===== config.mk =====
export PLATFORM = sky130hd
export DESIGN_NAME = pwm_duty_capture
export DESIGN_NICKNAME = d
export VERILOG_FILES = /design/src/rtl/pwm_duty_capture.sv
export SDC_FILE = /design/constraint.sdc
export NUM_CORES = 1
export LEC_CHECK = 0
export ABC_AREA = 1
export BUFFER_PORTS_ARGS = -buffer_cell sky130_fd_sc_hd__buf_2
export CAP_MARGIN = 20
export CORE_ASPECT_RATIO = 0.9
export CORE_MARGIN = 1
export CORE_UTILIZATION = 59
export DETAILED_ROUTE_END_ITERATION = 7
export PLACE_DENSITY = 0.87
export SYNTH_ARGS = -nofsm -noshare
export SYNTH_HDL_FRONTEND = slang
export SYNTH_SLANG_ARGS = --single-unit

===== constraint.sdc =====
create_clock -name clk -period 3 [get_ports clk]
set_input_delay 0.45 -clock clk [delete_from_list [all_inputs] [get_ports clk]]
set_output_delay 0.45 -clock clk [all_outputs]
set_load 0.005 [all_outputs]

===== src/rtl/pwm_duty_capture.sv =====
// pwm_duty_capture: measures an asynchronous PWM waveform one rising edge to the next.
// For each full period it reports the high time, the period length and a 2-bit duty code
// (0..3 quarters, same scale as the heater PWM generator's duty input). A line with no
// rising edge inside the maximum period is reported once as stuck, high or low.
//
// Ports:
//   clk          clock
//   rst_ni       asynchronous active-low reset
//   en_i         measurement enable; low forces idle, results hold
//   pwm_in       asynchronous PWM input
//   valid_o      one-cycle strobe, result outputs updated this cycle
//   period_o     cycles in the last measured period
//   high_o       high cycles in the last measured period
//   duty_code_o  quantized duty, 0..3
//   stuck_o      no rising edge within the maximum period
//   level_o      synchronized input level
module pwm_duty_capture #(
  parameter int unsigned CNT_W       = 8,
  parameter int unsigned SYNC_STAGES = 2
) (
  input  logic             clk,
  input  logic             rst_ni,
  input  logic             en_i,
  input  logic             pwm_in,
  output logic             valid_o,
  output logic [CNT_W-1:0] period_o,
  output logic [CNT_W-1:0] high_o,
  output logic [1:0]       duty_code_o,
  output logic             stuck_o,
  output logic             level_o
);

  localparam int unsigned DutyW = CNT_W + 2;
  localparam logic [CNT_W-1:0] MaxCnt = {CNT_W{1'b1}};

  typedef enum logic [0:0] {StIdle, StMeasure} state_e;

  state_e           state_q;
  logic [SYNC_STAGES-1:0] sync_q;
  logic             s_d_q;
  logic [CNT_W-1:0] pcnt_q;
  logic [CNT_W-1:0] hcnt_q;

  logic             s;
  logic             rise;
  logic [1:0]       code;

  assign s       = sync_q[SYNC_STAGES-1];
  assign rise    = s & ~s_d_q;
  assign level_o = s;

  // Input synchronizer plus one extra flop for edge detection.
  always_ff @(posedge clk or negedge rst_ni) begin
    if (!rst_ni) begin
      sync_q <= '0;
      s_d_q  <= 1'b0;
    end else begin
      sync_q <= {sync_q[SYNC_STAGES-2:0], pwm_in};
      s_d_q  <= s;
    end
  end

  // Duty quantization: compare 4H against P, 2P and 3P at CNT_W+2 bits so 3P cannot overflow.
  logic [DutyW-1:0] h4, p1, p2, p3;
  always_comb begin
    h4 = {hcnt_q, 2'b00};
    p1 = {2'b00, pcnt_q};
    p2 = {1'b0, pcnt_q, 1'b0};
    p3 = p1 + p2;
    code = 2'd0;
    if (h4 >= p3) begin
      code = 2'd3;
    end else if (h4 >= p2) begin
      code = 2'd2;
    end else if (h4 >= p1) begin
      code = 2'd1;
    end
  end

  // Measurement FSM with registered result outputs.
  always_ff @(posedge clk or negedge rst_ni) begin
    if (!rst_ni) begin
      state_q     <= StIdle;
      pcnt_q      <= '0;
      hcnt_q      <= '0;
      valid_o     <= 1'b0;
      period_o    <= '0;
      high_o      <= '0;
      duty_code_o <= 2'd0;
      stuck_o     <= 1'b0;
    end else begin
      valid_o <= 1'b0;
      if (!en_i) begin
        // Results and stuck flag hold; any edge this cycle is dropped.
        state_q <= StIdle;
        pcnt_q  <= '0;
        hcnt_q  <= '0;
      end else begin
        unique case (state_q)
          StIdle: begin
            // First edge only arms; a partial period is never reported.
            if (rise) begin
              state_q <= StMeasure;
              pcnt_q  <= CNT_W'(1);
              hcnt_q  <= CNT_W'(1);
              stuck_o <= 1'b0;
            end
          end
          StMeasure: begin
            if (rise) begin
              valid_o     <= 1'b1;
              period_o    <= pcnt_q;
              high_o      <= hcnt_q;
              duty_code_o <= code;
              // The edge cycle is the first (high) cycle of the next period.
              pcnt_q      <= CNT_W'(1);
              hcnt_q      <= CNT_W'(1);
            end else if (pcnt_q == MaxCnt) begin
              valid_o     <= 1'b1;
              stuck_o     <= 1'b1;
              period_o    <= MaxCnt;
              high_o      <= s ? MaxCnt : '0;
              duty_code_o <= s ? 2'd3 : 2'd0;
              state_q     <= StIdle;
              pcnt_q      <= '0;
              hcnt_q      <= '0;
            end else begin
              pcnt_q <= pcnt_q + CNT_W'(1);
              hcnt_q <= hcnt_q + CNT_W'(s);
            end
          end
          default: state_q <= StIdle;
        endcase
      end
    end
  end

endmodule


# Yosys cells after proc, flatten, opt, wreduce, memory -nomap -nowiden

Cells that the tools add are included.

Output and inout port bits: 21
Logic and storage cells: 60
Input bits: 4
Register bits: 40

Equal/unequal tests: 5
Reduce and logical (&&, ||, !) cells: 3
$add $sub $neg: 3
Order comparisons: 3
Bitwise logic cells: 3
Mux-type cells: 33

Operator list:

| kind                                                   | count |
|---|---|
| two-way mux 8 bit                                      | 12 |
| case mux 8 bit (2 select lines)                        | 2 |
| two-way mux 1 bit                                      | 12 |
| adder 8 x 9 -> 10 bit                                  | 1 |
| greater-or-equal comparator 10 bit                     | 1 |
| greater-or-equal comparator 10 x 8 -> 1 bit            | 1 |
| greater-or-equal comparator 10 x 9 -> 1 bit            | 1 |
| two-way mux 2 bit                                      | 5 |
| adder 8 x 1 -> 8 bit                                   | 1 |
| adder 8 x 1 -> 8 bit (second input constant)           | 1 |
| == test 8 bit (second input constant)                  | 1 |
| inequality test 2 bit (second input constant)          | 2 |
| case mux 1 bit (2 select lines)                        | 2 |
| AND reduction 4 bit                                    | 1 |
| inequality test 3 bit (second input constant)          | 1 |
| AND reduction 3 bit                                    | 1 |
| inequality test 2 x 1 -> 1 bit (second input constant) | 1 |
| inverter 1 bit                                         | 2 |
| nonzero test 2 bit                                     | 1 |
| AND 1 bit                                              | 1 |

# Longest topological paths before layout

Gate-level depths: netlist (run 1).

Word-level depth: 5
Gate-level depth with buffers: 19
Depth with buffers taken out: 19

# Least setup slack after synthesis (run 1)

No wires, ideal clock.

Kind: reg2reg
From: register pcnt_q[1]
To: register duty_code_o[0]
Stages on the path, launching flop included: 19
Clock period less this slack: 2506 ps
Path buffers: 0
Library setup time: 116 ps
Path slack: 494 ps
Arrival time: 2390 ps
Data required time: 2884 ps
Cells stage by stage: dfrtp_1 ha_1 inv_1 fa_1 o21ai_0 nand2_1 nand2_1 nand2_1 nand2_1 a21oi_1 ha_1 nand2_1 inv_1 a21oi_1 nand3_1 nor2_1 nand2_1 nand2_1 nand2_1

Cells in the longest elaborated chain, start to end: 5
Elaborated cells between the ends (all ways): 11
Those cells by class: add/sub: 1; order compare: 3; eq/ne: 1; mux: 4; reduce/logical: 2

RTL lines:

| element                                                       | RTL line | text |
|---|---|---|
| start, declared                                               | 41       | `logic [CNT_W-1:0] pcnt_q;` |
| start signal, assigned                                        | 128      | `pcnt_q <= pcnt_q + CNT_W'(1);` |
| branches (longest 5 deep; another with adder 8 x 9 -> 10 bit) | -        |  |
| end signal, assigned                                          | 114      | `duty_code_o <= code;` |
| end signal, assigned                                          | 123      | `duty_code_o <= s ? 2'd3 : 2'd0;` |
| end, declared                                                 | 28       | `output logic [1:0] duty_code_o,` |

Parallel ways; which one is timed is not known.
A chain may end at the register's enable or synchronous reset.

# Worst setup path after layout (run 1)

Same ends and word-level chain as after synthesis.

==> flow_summary.json, run 1 <==
{
  "tightest_slew_ns": 0.845,
  "initial_utilization_pct": 62.9,
  "start_kind": "register",
  "cts_setup_buffers": 0,
  "vias_per_cell": 5.37,
  "fin_crit_ns": 2.69,
  "ys_ff_latch": 40,
  "clock-sinks": 40,
  "rsz0062_at_grt": "false",
  "cts_made_buffers": 5,
  "via_count": 2208,
  "met1_usage_pct": 34.8,
  "core_um2": 4160,
  "regToRegSetupSlack_ns": 0.31,
  "grt_max_degree": 41,
  "grt_pass1_vias": 2051,
  "cpLargestDelayFamily": "adder cells",
  "clk_pin_slew_ns": 0.08,
  "antenna_found_initial": 0,
  "max_cap_viol_count": 0,
  "worstSkewPairLatency_ns": 0.30,
  "utilization_pct": 70.1,
  "cts_root_buf": "clkbuf_8",
  "synth_cell_types": 33,
  "ir_drop_mv": 0.328,
  "fin_nets": 388,
  "cts_buffer_depth": 2,
  "cts_tree": "yes",
  "yosys.area.top_type": "dfrtp_1",
  "p_leak_nw": 1.55,
  "timing.hold.ws_ns": 0.251,
  "worst_r2r_path_depth": 18,
  "fmax_ghz": 0.371,
  "status": "finished clean",
  "yosysMostFrequentCell": "nand2_1",
  "period_share_pct": 89.8,
  "path_buf_inv": 2,
  "ios": 25,
  "portBuffers": 24,
  "syn_inst": 322,
  "cp.required_ns": 3.20,
  "core.rowCount": 22,
  "drv_slew": 0,
  "timing.setup.tns_ns": 0,
  "synth-edff-count": 0,
  "critPathMaxFanout": 3,
  "powerDensity_nw_per_um2": 458,
  "setup_viol": 0,
  "dpl.cell_count": 403,
  "yosysWarnings": 0,
  "insertedDiodeCount": 0,
  "crit_top_cell": "nand2_1",
  "grtUsageTotal_pct": 25.9,
  "die_w_um": 72.2,
  "path_cells": "ha_1 -> inv_1 -> fa_1 -> o21ai_2 -> nand2_1 -> nand2_1 -> nand2_1 -> nand2_1 -> a21oi_1 -> ha_1 -> nand2_1 -> inv_1 -> a21oi_1 -> nand3_1 -> nor2_2 -> nand2_1 -> nand2_1 -> nand2_1",
  "arrival_ns": 2.89,
  "fp.dieH_um": 65.1,
  "layout-drive-gt1-share_pct": 14.8,
  "final_cells": 411,
  "gr-total-overflow": 0,
  "drtPass1Iterations": 4,
  "cp.depth": 18,
  "drt_wl_total_um": 5410,
  "met3_usage_pct": 5.52,
  "finClkSkew_ns": 0.00446,
  "synthTopCellsByArea": "dfrtp_1 38%, ha_1 16%, nand2_1 12%, a21oi_1 5.2%, inv_1 5.2%",
  "netlist.area_leader.share_pct": 38.3,
  "drc_errors": 0,
  "die_area_um2": 4700,
  "finalHoldViolCount": 0,
  "ys.flop_type": "dfrtp_1",
  "dp_hpwl_um": 4060,
  "netlist_area_um2": 2610,
  "ys_async_sr_fraction_pct": 100,
  "globalplace.congestion": 0.894,
  "drt_iter0_markers": 136,
  "yosys-top-cells-count": "84 x nand2_1, 40 x dfrtp_1, 36 x inv_1",
  "crit_type": "reg -> reg",
  "area_growth_pct": 11.4,
  "slew_headroom_pct": 43.7,
  "cp-end-kind": "register",
  "syn_avg_cell_area_um2": 8.12,
  "use_met2_pct": 42.2,
  "yosysSeqAreaShare_pct": 38.3,
  "cp_slowest_stage_delay_ns": 0.41,
  "syn_nets": 360,
  "top_usage_layer": "met2",
  "grt_first_pass_wirelength_um": 9230,
  "hold_class": "in -> async",
  "htree_levels": 2,
  "cp_slowest_cell": "fa_1",
  "wl_per_cell_um": 13.2,
  "drtAntennaViolNets": 0,
  "ctsHoldBuffers": 0
}
==> sequential cells by signal, indices dropped and copies added (netlist names) <==
register,count
high_o,8
s_d_q,1
duty_code_o,2
sync_q,2
hcnt_q,8
stuck_o,1
pcnt_q,8
valid_o,1
state_q,1
period_o,8
==> metrics by stage <==
step | instance area (µm²) | total power, mW | setup slack, ns
after global routing | 2910 | 1.41 | 0.0171
after detailed placement | 2790 | 0.870 | 0.219
final | 2910 | 1.34 | 0.307
after CTS | 2910 | 1.34 | 0.210
after floorplan | 2610 | 0.772 | 0.494
after global placement | 2790 | 0.863 | 0.319
==> where the power goes <==
part	internal, mW	leakage (nW)	switching [mW]
registers	0.602	0.525	0.0359
logic	0.0953	0.963	0.125
clock network	0.272	0.0614	0.204
total	0.970	1.55	0.365
==> layout by cell type (no fill, tap or decap), types with 7 or more instances in the layout <==
cell	n
a21oi_1	27
buf_2	24
dfrtp_1	40
ha_1	33
inv_1	36
nand2_1	84
nand3_1	14
nor2_1	26
o21ai_0	7
o21ai_1	13
==> layer usage <==
| layer | vias up | routed length [µm] |
|---|---|---|
| met2 | 52 | 2580 |
| met1 | 1040 | 2490 |
| met4 | 0 | 50 |
| met5 | - | 0 |
| met3 | 7 | 283 |
| li1 | 1109 | - |
==> final timing paths <==
path | from | endpoint
min in group clk | pwm_in | sync_q[0]
hold reg to reg | sync_q[0] | sync_q[1]
setup / recovery | pcnt_q[1] | duty_code_o[0]
hold / removal | rst_ni | valid_o
max in group asynchronous | rst_ni | pcnt_q[3]
setup reg to reg | pcnt_q[1] | duty_code_o[0]
==> cell type report <==
cell class | instances | area, µm²
fill | 316 | 1240
timing repair buffer | 24 | 120
clock inverter | 2 | 38.8
inverter | 42 | 161
multi-input combinational | 237 | 1430
clock buffer | 6 | 82.6
sequential | 40 | 1000
tap | 60 | 75.1
==> logic make-up (layout without fill, tap and decap cells) <==
family / count (synthesis) / count (layout) / synth area share [%]
compound gates: 53 / 53 / 11.0
fa+ha+maj: 34 / 34 / 16.6
buf+inv: 45 / 74 / 7.08
simple gates: 143 / 143 / 24.7
flops: 40 / 40 / 38.3
xor+xnor: 7 / 7 / 2.35
==> what timing repair did <==
item | in CTS | in global routing
endpoints found under the setup margin | 0 | 2
resized for setup | 0 | 3
hold endpoints to repair | 0 | 0
(Power assumes the default switching activity.)
==> run 2: changes to the inputs <==
--- a/config.mk
+++ b/config.mk
@@ -6,7 +6,7 @@
 export NUM_CORES = 1
 export LEC_CHECK = 0
 export ABC_AREA = 1
-export BUFFER_PORTS_ARGS = -buffer_cell sky130_fd_sc_hd__buf_2
+export BUFFER_PORTS_ARGS = -buffer_cell sky130_fd_sc_hd__buf_4
 export CAP_MARGIN = 20
 export CORE_ASPECT_RATIO = 0.9
 export CORE_MARGIN = 1
==> flow_summary.json, run 2 (synthesis results as in run 1) <==
{
  "postLayoutCellArea_um2": 2940,
  "rsz0062_at_grt": "false",
  "arrival_ns": 2.88,
  "place_area_um2": 2850,
  "drt_wl_total_um": 5600,
  "drc_errors": 0,
  "grt_max_degree": 41,
  "cp.required_ns": 3.20,
  "drv_slew": 0,
  "start_kind": "register",
  "dpl.cell_count": 403,
  "finalHoldViolCount": 0,
  "worstSkewPairLatency_ns": 0.30,
  "cp-end-kind": "register",
  "filler_cell_count": 320,
  "finClkSkew_ns": 0.00297,
  "powerDensity_nw_per_um2": 429,
  "crit_type": "reg -> reg",
  "fin_crit_ns": 2.68,
  "max_cap_viol_count": 0,
  "cts_made_buffers": 5,
  "htree_levels": 2,
  "cts_resized": 0,
  "core_um2": 4160,
  "drt_iter0_markers": 155,
  "cts_buffer_depth": 2,
  "insertedDiodeCount": 0,
  "gr-total-overflow": 0,
  "grt_first_pass_wirelength_um": 9550,
  "setup_viol": 0,
  "drtPass1Iterations": 4,
  "status": "finished clean",
  "grt_pass1_vias": 2062,
  "die_area_um2": 4700,
  "die_w_um": 72.2,
  "ir_drop_mv": 0.343,
  "ios": 25,
  "via_count": 2212,
  "clk_pin_slew_ns": 0.08,
  "fin_ws_ns": 0.319,
  "layout-drive-gt1-share_pct": 14.2,
  "cts_tree": "yes",
  "portBuffers": 24,
  "utilization_pct": 70.7,
  "initial_utilization_pct": 62.9,
  "dp_hpwl_um": 4220,
  "regArea_um2": 1000,
  "critPathMaxFanout": 3,
  "area_growth_pct": 12.4,
  "globalplace.congestion": 0.894,
  "final_cells": 411,
  "period_share_pct": 89.4,
  "cts_setup_buffers": 0,
  "multi_input_area_um2": 1430,
  "core.rowCount": 22,
  "cts_root_buf": "clkbuf_8",
  "hold_class": "in -> async",
  "vias_per_cell": 5.38,
  "clock-sinks": 40,
  "wl_per_cell_um": 13.6,
  "fmax_ghz": 0.373,
  "regToRegSetupSlack_ns": 0.32,
  "fin_nets": 388,
  "tightest_slew_ns": 0.545,
  "p_leak_nw": 1.54,
  "place_ws_ns": 0.194,
  "slew_headroom_pct": 63.6,
  "ctsHoldBuffers": 0,
  "grtUsageTotal_pct": 27.1,
  "drtAntennaViolNets": 0,
  "timing.setup.tns_ns": 0,
  "fp.dieH_um": 65.1,
  "antenna_found_initial": 0,
  "final_cell_mix": "84 x nand2_1, 40 x dfrtp_1, 36 x inv_1, 32 x ha_1",
  "layout_commonest_cell": "nand2_1"
}
==> run 2: layout make-up <==
| type | count | area share [%] |
|---|---|---|
| sequential | 40 | 34.1 |
| timing repair buffer | 24 | 6.14 |
| multi-input combinational | 237 | 48.8 |
| clock buffer | 7 | 2.60 |
| clock inverter | 1 | 0.298 |
| inverter | 42 | 5.50 |
| tap | 60 | 2.56 |
==> run 2: per-stage QoR <==
step | hold WS, ns | power (mW)
after CTS | 0.132 | 1.26
after detailed placement | 0.335 | 0.909
after floorplan | 0.154 | 0.772
final | 0.118 | 1.26
after global routing | 0.146 | 1.33
after global placement | 0.335 | 0.897
==> run 2: worst max-delay path: stages (launching register included) <==
cell and delay, ns:
dfrtp_1 0.38, ha_2 0.22, inv_1 0.07, fa_1 0.42, o21ai_2 0.17, nand2_1 0.07, nand2_1 0.06, nand2_1 0.06
nand2_1 0.08, a21oi_1 0.07, ha_1 0.29, nand2_1 0.09, inv_1 0.04, a21oi_1 0.13, nand3_1 0.12, nor2_1 0.13
nand2_1 0.07, nand2_1 0.06, nand2_1 0.04
==> run 2: path summary, 6_finish.rpt <==
kind | startpoint | endpoint | cells past startpoint
min in group clk | pwm_in | sync_q[0] | 1
min reg2reg | sync_q[0] | sync_q[1] | 0
min | rst_ni | s_d_q | 1
max reg2reg | pcnt_q[1] | duty_code_o[0] | 18
max in group asynchronous | rst_ni | hcnt_q[7] | 1
max | pcnt_q[1] | duty_code_o[0] | 18
==> run 2: per-layer routing <==
| metal | vias to the layer above | global-route usage [%] | routed length, µm | share of wire (%) |
|---|---|---|---|---|
| met1 | 1034 | 35.9 | 2480 | 44 |
| met5 | - | 0 | 0 | 0 |
| met3 | 9 | 6.60 | 349 | 6.2 |
| met2 | 54 | 43.9 | 2670 | 48 |
| li1 | 1115 | - | - | - |
| met4 | 0 | 8.33 | 91 | 1.6 |
==> run 2: power by group <==
part	leakage (nW)	internal [mW]	total, mW	switching (mW)
combinational	0.972	0.126	0.253	0.127
sequential	0.525	0.602	0.644	0.0420
clock	0.0424	0.166	0.363	0.196
total	1.54	0.895	1.26	0.365
==> run 3: changes to the inputs <==
--- a/config.mk
+++ b/config.mk
@@ -6,13 +6,13 @@
 export NUM_CORES = 1
 export LEC_CHECK = 0
 export ABC_AREA = 1
-export BUFFER_PORTS_ARGS = -buffer_cell sky130_fd_sc_hd__buf_4
 export CAP_MARGIN = 20
 export CORE_ASPECT_RATIO = 0.9
 export CORE_MARGIN = 1
-export CORE_UTILIZATION = 59
+export CORE_UTILIZATION = 40
 export DETAILED_ROUTE_END_ITERATION = 7
-export PLACE_DENSITY = 0.87
+export DONT_BUFFER_PORTS = 1
+export PLACE_DENSITY = 0.62
 export SYNTH_ARGS = -nofsm -noshare
 export SYNTH_HDL_FRONTEND = slang
 export SYNTH_SLANG_ARGS = --single-unit
==> flow_summary.json, run 3 (synthesis results as in run 1) <==
{
  "r2r-end": "duty_code_o[1]",
  "powerDensity_nw_per_um2": 452,
  "fin_nets": 367,
  "drt_wl_total_um": 5820,
  "drt_iter0_markers": 98,
  "core_um2": 6220,
  "place_area_um2": 2710,
  "r2r_start": "pcnt_q[1]",
  "timing.hold.ws_ns": 0.170,
  "fmax_ghz": 0.371,
  "hold_class": "in -> reg",
  "layout-drive-gt1-share_pct": 8.79,
  "postLayoutCellArea_um2": 2860,
  "p_sw_share_pct": 27.8,
  "cts_setup_buffers": 0,
  "max_cap_viol_count": 0,
  "clk_pin_slew_ns": 0.08,
  "cp_slowest_cell": "fa_1",
  "ios": 25,
  "critPathCapture": "duty_code_o[1]",
  "antenna_found_initial": 0,
  "pwr-share-clk_pct": 36.8,
  "worstSkewPairLatency_ns": 0.30,
  "timing.setup.tns_ns": 0,
  "die_area_um2": 6860,
  "finalHoldViolCount": 0,
  "dp_hpwl_um": 4440,
  "setup_viol": 0,
  "wl_per_cell_um": 14.0,
  "cp.required_ns": 3.20,
  "critPathLaunch": "pcnt_q[1]",
  "grt_pass1_vias": 2116,
  "cp-end-kind": "register",
  "drtPass1Iterations": 5,
  "drc_errors": 0,
  "critPathMaxFanout": 3,
  "intPower_mw": 0.935,
  "finClkSkew_ns": 0.00401,
  "tightest_slew_ns": 0.529,
  "area_growth_pct": 9.48,
  "core.rowCount": 27,
  "utilization_pct": 46.0,
  "via_count": 2100,
  "cp_slowest_stage_delay_ns": 0.42,
  "insertedDiodeCount": 0,
  "period_share_pct": 89.7,
  "seqPwrFrac_pct": 50.9,
  "cts_tree": "yes",
  "gr-total-overflow": 0,
  "start_kind": "register",
  "grtUsageTotal_pct": 19.0,
  "drv_slew": 0,
  "final_cells": 417,
  "combPwrFrac_pct": 12.3,
  "cts_buffer_depth": 2,
  "globalplace.congestion": 0.781,
  "fin_crit_ns": 2.69,
  "slew_headroom_pct": 64.6,
  "crit_top_cell": "nand2_1",
  "grt_first_pass_wirelength_um": 9900,
  "status": "finished clean",
  "dpl.cell_count": 407,
  "portBuffers": 0,
  "crit_type": "reg -> reg",
  "vias_per_cell": 5.04,
  "die_w_um": 87.2,
  "p_leak_nw": 1.46,
  "rsz0062_at_grt": "false",
  "path_cells": "ha_1 -> inv_1 -> fa_1 -> o21ai_2 -> nand2_1 -> nand2_1 -> nand2_1 -> nand2_1 -> a21oi_1 -> ha_1 -> nand2_1 -> inv_1 -> a21oi_1 -> nand3_1 -> nor2_1 -> nand2_1 -> nand2_1 -> nand2_1",
  "fp.dieH_um": 78.7,
  "cts_root_buf": "clkbuf_8",
  "layout_commonest_cell": "nand2_1",
  "p_sw_mw": 0.359,
  "worst_r2r_path_depth": 18,
  "clock-sinks": 40,
  "final_cell_mix": "84 x nand2_1, 40 x dfrtp_1, 36 x inv_1, 33 x ha_1",
  "drtAntennaViolNets": 0,
  "regToRegSetupSlack_ns": 0.31,
  "htree_levels": 2,
  "grt_max_degree": 41,
  "ir_drop_mv": 0.136,
  "initial_utilization_pct": 42.0,
  "arrival_ns": 2.89,
  "cts_made_buffers": 5
}
## run 3: cell types whose count changed in the layout (fill, tap and decap cells not counted), sizes merged
cell / before / now
buf: 24 / 2
bufinv: 0 / 1
clkbuf: 7 / 6
dlygate4sd3: 0 / 1
## run 3: worst min-delay path by stage
stage	from	to	slack, ns	depth (start not counted)
detailed placement	rst_ni	period_o[3]	0.16	0
global placement	rst_ni	valid_o	0.16	0
finish	pwm_in	sync_q[0]	0.17	0
floorplan	rst_ni	duty_code_o[0]	0.15	0
CTS	pwm_in	sync_q[0]	0.17	0
global route	pwm_in	sync_q[0]	0.15	0
## run 3: metal layers
layer	vias up	share of wire, %	GRT usage [%]
met1	975	46	25.0
met4	0	2.2	7.70
met3	11	6.4	3.26
met2	46	45	30.7
met5	-	0	0
li1	1068	-	-
## run 3: layout make-up
cell class	count	area, µm²
clock buffer	6	82.6
clock inverter	2	38.8
tap	87	109
multi-input combinational	237	1430
fill	617	3350
inverter	42	161
timing repair buffer	3	37.5
sequential	40	1000
## run 3: worst max-delay path: cells and delay by family (launching register included)
kind / cells / cell delay, ns
flops: 1 / 0.38
buf+inv: 2 / 0.13
simple gates: 10 / 0.78
fa+ha+maj: 3 / 0.93
compound gates: 3 / 0.38
## run 3: what timing repair did
item,in CTS,in global routing
hold buffers,2,0
gates resized for setup,0,2
endpoints found under the setup margin,0,2
endpoints found under the hold margin,40,0
## run 3: power groups by stage
stage	sequential (mW)	combinational, mW	clock, mW
after CTS	0.660	0.161	0.487
after global routing	0.668	0.187	0.516
after global placement	0.668	0.141	0
final	0.659	0.159	0.477
after floorplan	0.653	0.120	0
after detailed placement	0.670	0.145	0
## run 3: stage by stage
step	setup WS [ns]	total power, mW
2_1_floorplan	0.494	0.772
3_3_place_gp	0.310	0.809
3_5_place_dp	0.226	0.816
4_1_cts	0.213	1.31
5_1_grt	0.0459	1.37
6_report	0.308	1.29
